--- config.mk ---
export PLATFORM = sky130hd
export DESIGN_NAME = jts16_fd1094_keysched
export DESIGN_NICKNAME = d
export VERILOG_FILES = /design/src/rtl/jts16_fd1094_keysched.sv
export SDC_FILE = /design/constraint.sdc
export NUM_CORES = 1
export LEC_CHECK = 0
export CORE_ASPECT_RATIO = 0.9
export CORE_MARGIN = 5
export CORE_UTILIZATION = 41
export DETAILED_ROUTE_END_ITERATION = 7
export PLACE_DENSITY = 0.81
export SYNTH_ARGS = -nofsm -noshare
export SYNTH_HDL_FRONTEND = slang
export SYNTH_SLANG_ARGS = --single-unit
--- constraint.sdc ---
create_clock -name clk -period 2.1 [get_ports clk]
set_input_delay 0.42 -clock clk [delete_from_list [all_inputs] [get_ports clk]]
set_output_delay 0.42 -clock clk [all_outputs]
set_load 0.02 [all_outputs]
--- src/rtl/jts16_fd1094_keysched.sv ---
// ----------------------------------------------------------------------------
// jts16_fd1094_keysched
//
// Key-table read scheduler for the FD1094 opcode decryptor. Every 68000
// opcode fetch inside the encrypted ROM window needs the per-address key
// byte. That byte lives in an 8 KB table in SDRAM. This block requests it,
// holds DTACK off while the read is outstanding, and then presents the key
// together with the FD1094 state byte that was current when the fetch began.
//
// Build option:
//   JTS16_FD1094_KCACHE_EN - adds a direct-mapped key cache with 2^CACHE_AW
//                            entries. A hit skips the SDRAM read. When the
//                            macro is undefined there is no cache storage.
//
// Ports:
//   rst       in   asynchronous, active-high reset
//   clk       in   system clock
//   asn       in   68000 address strobe, active low
//   op_n      in   low = program/opcode fetch (FC-derived)
//   addr      in   CPU word address [23:1]
//   st        in   current FD1094 state byte
//   key_addr  out  key-table byte address (addr[13:1]) for the current fetch
//   key_cs    out  SDRAM key read request, held until key_ok
//   key_ok    in   SDRAM data valid, one-cycle pulse
//   key_data  in   SDRAM key byte
//   key       out  key byte for the current fetch
//   st_out    out  state byte captured at the start of the fetch
//   key_valid out  key/st_out valid for the current bus cycle
//   hold_n    out  low = extend DTACK (CPU wait)
// ----------------------------------------------------------------------------
module jts16_fd1094_keysched #(
    parameter logic [23:1] ROM_END  = 23'h03_FFFF,
    parameter int unsigned CACHE_AW = 4
) (
    input  logic        rst,
    input  logic        clk,
    input  logic        asn,
    input  logic        op_n,
    input  logic [23:1] addr,
    input  logic [7:0]  st,
    output logic [12:0] key_addr,
    output logic        key_cs,
    input  logic        key_ok,
    input  logic [7:0]  key_data,
    output logic [7:0]  key,
    output logic [7:0]  st_out,
    output logic        key_valid,
    output logic        hold_n
);

    typedef enum logic [2:0] {
        StIdle,
        StLookup,
        StReq,
        StDone,
        StDrain
    } state_t;

    state_t      state_q, state_d;
    logic        asn_q, asn_qq;
    logic        asn_fall;
    logic        qualify;
    logic        hit;
    logic        hit_deliver;
    logic        miss_deliver;
    logic        fill;
    logic [7:0]  st_hold;
    logic [7:0]  hit_data;

    // ------------------------------------------------------------------
    // Address-strobe edge detect. Two flops: the falling edge is seen one
    // cycle after asn is first sampled low, which gives the FSM a full
    // cycle to decode addr/op_n before leaving IDLE.
    // ------------------------------------------------------------------
    always_ff @(posedge clk or posedge rst) begin
        if (rst) begin
            asn_q  <= 1'b1;
            asn_qq <= 1'b1;
        end else begin
            asn_q  <= asn;
            asn_qq <= asn_q;
        end
    end

    assign asn_fall = asn_qq & ~asn_q;
    assign qualify  = asn_fall & ~op_n & (addr <= ROM_END);

    // ------------------------------------------------------------------
    // Optional key cache
    // ------------------------------------------------------------------
`ifdef JTS16_FD1094_KCACHE_EN
    localparam int unsigned Entries = 1 << CACHE_AW;
    localparam int unsigned TagW    = 13 - CACHE_AW;

    logic [Entries-1:0] cache_valid;
    logic [TagW-1:0]    cache_tag  [Entries];
    logic [7:0]         cache_data [Entries];
    logic [CACHE_AW-1:0] idx;
    logic [TagW-1:0]     tag;

    // key_addr is addr[13:1], so its low bits are addr[CACHE_AW:1].
    assign idx      = key_addr[CACHE_AW-1:0];
    assign tag      = key_addr[12:CACHE_AW];
    assign hit      = cache_valid[idx] && (cache_tag[idx] == tag);
    assign hit_data = cache_data[idx];

    always_ff @(posedge clk or posedge rst) begin
        if (rst) begin
            cache_valid <= '0;
        end else if (fill) begin
            cache_valid[idx] <= 1'b1;
        end
    end

    // Tag/data storage needs no reset: the valid bits gate every use.
    always_ff @(posedge clk) begin
        if (fill) begin
            cache_tag[idx]  <= tag;
            cache_data[idx] <= key_data;
        end
    end
`else
    assign hit      = 1'b0;
    assign hit_data = 8'h00;
`endif

    // ------------------------------------------------------------------
    // FSM: state register
    // ------------------------------------------------------------------
    always_ff @(posedge clk or posedge rst) begin
        if (rst) begin
            state_q <= StIdle;
        end else begin
            state_q <= state_d;
        end
    end

    // ------------------------------------------------------------------
    // FSM: next state
    // ------------------------------------------------------------------
    always_comb begin
        state_d = state_q;
        unique case (state_q)
            StIdle: begin
                if (qualify) state_d = StLookup;
            end
            StLookup: begin
                // A hit on an already-abandoned cycle has nobody to serve.
                if (hit) state_d = asn ? StIdle : StDone;
                else     state_d = StReq;
            end
            StReq: begin
                // asn high wins over a coincident key_ok: the CPU has moved
                // on, so the byte only goes to the cache (if any).
                if (asn)         state_d = key_ok ? StIdle : StDrain;
                else if (key_ok) state_d = StDone;
            end
            StDone: begin
                if (asn) state_d = StIdle;
            end
            StDrain: begin
                // The SDRAM slot cannot be cancelled; wait out the read.
                if (key_ok) state_d = StIdle;
            end
            default: state_d = StIdle;
        endcase
    end

    // ------------------------------------------------------------------
    // FSM: outputs
    // ------------------------------------------------------------------
    always_comb begin
        key_cs       = 1'b0;
        key_valid    = 1'b0;
        hold_n       = 1'b1;
        hit_deliver  = 1'b0;
        miss_deliver = 1'b0;
        fill         = 1'b0;
        unique case (state_q)
            StIdle: ;
            StLookup: begin
                hold_n      = asn;
                hit_deliver = hit & ~asn;
            end
            StReq: begin
                key_cs       = 1'b1;
                hold_n       = asn;
                miss_deliver = key_ok & ~asn;
                fill         = key_ok;
            end
            StDone: begin
                key_valid = 1'b1;
            end
            StDrain: begin
                key_cs = 1'b1;
                fill   = key_ok;
            end
            default: ;
        endcase
    end

    // ------------------------------------------------------------------
    // Datapath registers
    // ------------------------------------------------------------------
    always_ff @(posedge clk or posedge rst) begin
        if (rst) begin
            key_addr <= 13'h0000;
            st_hold  <= 8'h00;
        end else if (state_q == StIdle && qualify) begin
            key_addr <= addr[13:1];
            // st is frozen here; later state changes belong to the next fetch.
            st_hold  <= st;
        end
    end

    always_ff @(posedge clk or posedge rst) begin
        if (rst) begin
            key    <= 8'h00;
            st_out <= 8'h00;
        end else if (miss_deliver) begin
            key    <= key_data;
            st_out <= st_hold;
        end else if (hit_deliver) begin
            key    <= hit_data;
            st_out <= st_hold;
        end
    end

endmodule

==> flow_summary.yaml, run 1 <==
clock_network:
  htree_levels: 2
  clk_pin_slew_ps: 70
  clk_path_buf_depth: 2
  cts_resized: 2
  cts.sinks: 42
  cts_buffers: 5
  cts-root-buf: "clkbuf_8"
  cts_setup_buffers: 0
  cts_tree: "built"
  insertion_delay_ps: 290
  postCtsHoldBufs: 0
timing:
  finalWorstPathRequiredPeriod_ps: 1940
  tightestPinTransition_ps: 518.3
  max_slew_margin: 0.6545
  fmax_mhz: 515.6
  clock_skew_ps: 6.732
  setup-violations-final: 0
  period_share: 0.9236
  slew_violations: 0
  rsz0062_at_grt: "false"
  setup_tns_ps: 0
  whs_ps: 369.5
  hold_viol_final: 0
route:
  routedWlPerCell_microns: 15.12
  routed-wl-met2_microns: 1686
  ant_nets: 0
  dr_wl_met3_microns: 344
  drc: 0
  viasPerCell: 4.723
  wl_met1_microns: 1442
  drt_pass1_iterations: 3
  drt_iter0_markers: 22
  vias: 1091
  totalWireLength_microns: 3493
  top_layer_used: "met4"
yosys:
  syn_avg_cell_area_sq_um: 15.90
  ys_warn_count: 0
  yosysTopAreaCell: "dfrtp_1"
  synth.top_cell.area_share: 0.6051
  yosys.cell_count.top_type: "dfrtp_1"
  synth_area_sq_um: 1654
  synth-seq-cells: 42
  synth_top_family_by_area: "multiplexers"
  syn_nets: 148
  synthTopCellsByCount: "40 x dfrtp_1, 37 x mux2_2, 3 x buf_6, 3 x inv_1"
  yosys.area_share.simple: 0.05598
  synthAdderAreaFrac: 0
  async_flop_share: 1.000
  syn_inst: 104
  synth.area.top_cells: "dfrtp_1 61%, mux2_2 25%, dfstp_2 3.2%, buf_6 2.0%, nor4b_4 1.4%"
  synth-compound-area-share: 0.01967
  synthMuxAreaShare: 0.2519
  synth_ff_type: "dfrtp_1"
  synth_edf_count: 0
  synth_cell_type_count: 20
  synth-xor-area-share: 0.005295
  ys_seq_area_frac: 0.6369
setup_path:
  cp_top_family: "flip-flops"
  crit_cells: 3
  path_max_fanout: 7
  crit_buf_inv: 1
  slowest_delay_ps: 470
  endpoint_kind: "output pin"
  path_class: "reg2out"
  arrival_ps: 1520
  reg2reg_depth: 4
  start_kind: "register"
  critPathRequiredTime_ps: 1680
  crit_slowest_cell: "dfrtp_1"
  path_cells: "xnor2_1 > or3_1 > dlygate4sd2_1"
pwr:
  p_clk_frac: 0.242
  powerDensity_nw_per_um2: 986.1
  internal_power_mw: 1.798
  pwr-share-comb: 0.333
  power_switching_mw: 0.7281
  seqPwrFrac: 0.425
  ir_drop_v: 0.0006502
  switching_share: 0.2883
  leakagePower_nw: 1.158
global_routing:
  grt_pass1_wl_microns: 5816
  grt_use_total: 0.1355
  grt_antenna_before_repair: 0
  grt_overflow_total: 0
  grt_max_degree: 43
  first_global_vias: 1216
place:
  place.gp.congestion: 0.8386
  dp.final_hpwl_microns: 2660
  place_inst: 223
  placed_area_sq_um: 2451
  io_buffers: 70
floorplanning:
  rows: 21
  pin_count: 76
  die_h_microns: 70.26
  coreArea_sq_um: 3810
  dieArea_sq_um: 5406
  die_w_microns: 76.95
  start_util: 0.4342
final_layout:
  drive_above_1_share: 0.3027
  syn_to_final_growth_pct: 54.84
  nFillCells: 280
  fin_nets: 228
  final_cell_area_sq_um: 2561
  layout.cells.non_filler: 231
  antenna-diode-count: 0
  postLayoutCoreUtil: 0.6723
hold_path:
  hold_path_class: "reg2reg"
  hold_path_depth: 0
run_status:
  status: "finished clean"
run:
  drv_cap: 0
state kept, by name, summed over array words and instances, names as in the netlist:
register and count:
key_addr 13, key 8, st_hold 8, st_out 8, state_q 3, asn_q 1
asn_qq 1
power by group through the flow:
stage,logic (mW),clock network (mW),registers [mW]
6_report,0.842,0.610,1.07
5_1_grt,0.896,0.666,1.10
4_1_cts,0.858,0.631,1.08
3_5_place_dp,0.866,0,1.09
3_3_place_gp,0.847,0,1.07
2_1_floorplan,0.268,0,1.24
layout make-up:
class                           instances  area, sq um  share of cell area
Clock buffer                            6        72.57             0.02833
Clock inverter                          2        37.54             0.01466
Inverter                                3        11.26            0.004397
Multi-Input combinational cell         55        550.5              0.2149
Sequential cell                        42         1054              0.4113
Tap cell                               46        57.56             0.02247
Timing Repair Buffer                   77        778.2              0.3039
cells in the final DEF (no fill, tap or decap), drive strengths merged, types with 3 or more instances in the layout:
master         netlist  final
clkbuf               0      6
mux2                37     37
inv                  3      3
clkdlybuf4s50        0     67
buf                  4      7
dfrtp               40     40
logic make-up (layout without fill, tap and decap cells):
group                     count (synthesis)  after routing
AOI/OAI and AO/OA                         5              5
xor gates and xnor gates                  1              1
buffers and inverters                     7             88
DFF                                      42             42
muxes                                    37             37
and+or+nand+nor                          12             12
worst register-to-register path: stages (launching register included):
cell and delay [ps]:
dfrtp_1 470, nor4_1 350, and4b_1 330, buf_4 190, mux2_2 350
worst paths after layout:
kind | from | end | slack [ps]
worst max-delay path | state_q[1]$_DFFE_PP0P_ | hold_n | 160
worst min register to register | asn_q$_DFF_PP1_ | asn_qq$_DFF_PP1_ | 370
min in group asynchronous | rst | key_addr[11]$_DFFE_PP0P_ | 570
worst max register to register | state_q[1]$_DFFE_PP0P_ | st_hold[4]$_DFFE_PP0P_ | 310
worst min-delay path | asn_q$_DFF_PP1_ | asn_qq$_DFF_PP1_ | 370
max in group asynchronous | rst | asn_qq$_DFF_PP1_ | 1160
metrics by stage:
step,power (mW),setup WS [ps]
2_1_floorplan,1.505,394.7
3_3_place_gp,1.921,-57.46
3_5_place_dp,1.959,-91.79
4_1_cts,2.567,0.9884
5_1_grt,2.658,105.9
6_report,2.526,160.4
per-layer routing:
metal / vias up / track usage
li1: 529 / -
met3: 2 / 0.06684
met4: 0 / 0.04078
met1: 513 / 0.1509
met5: - / 0
met2: 47 / 0.2271
Note: power is estimated with default switching activity, not from simulation.
==> run 2, diff against run 1 <==
Settings changed: SLEW_MARGIN set to 0.
==> results of run 2 <==
The final DEF is identical to that of run 1; final timing and power are the same.
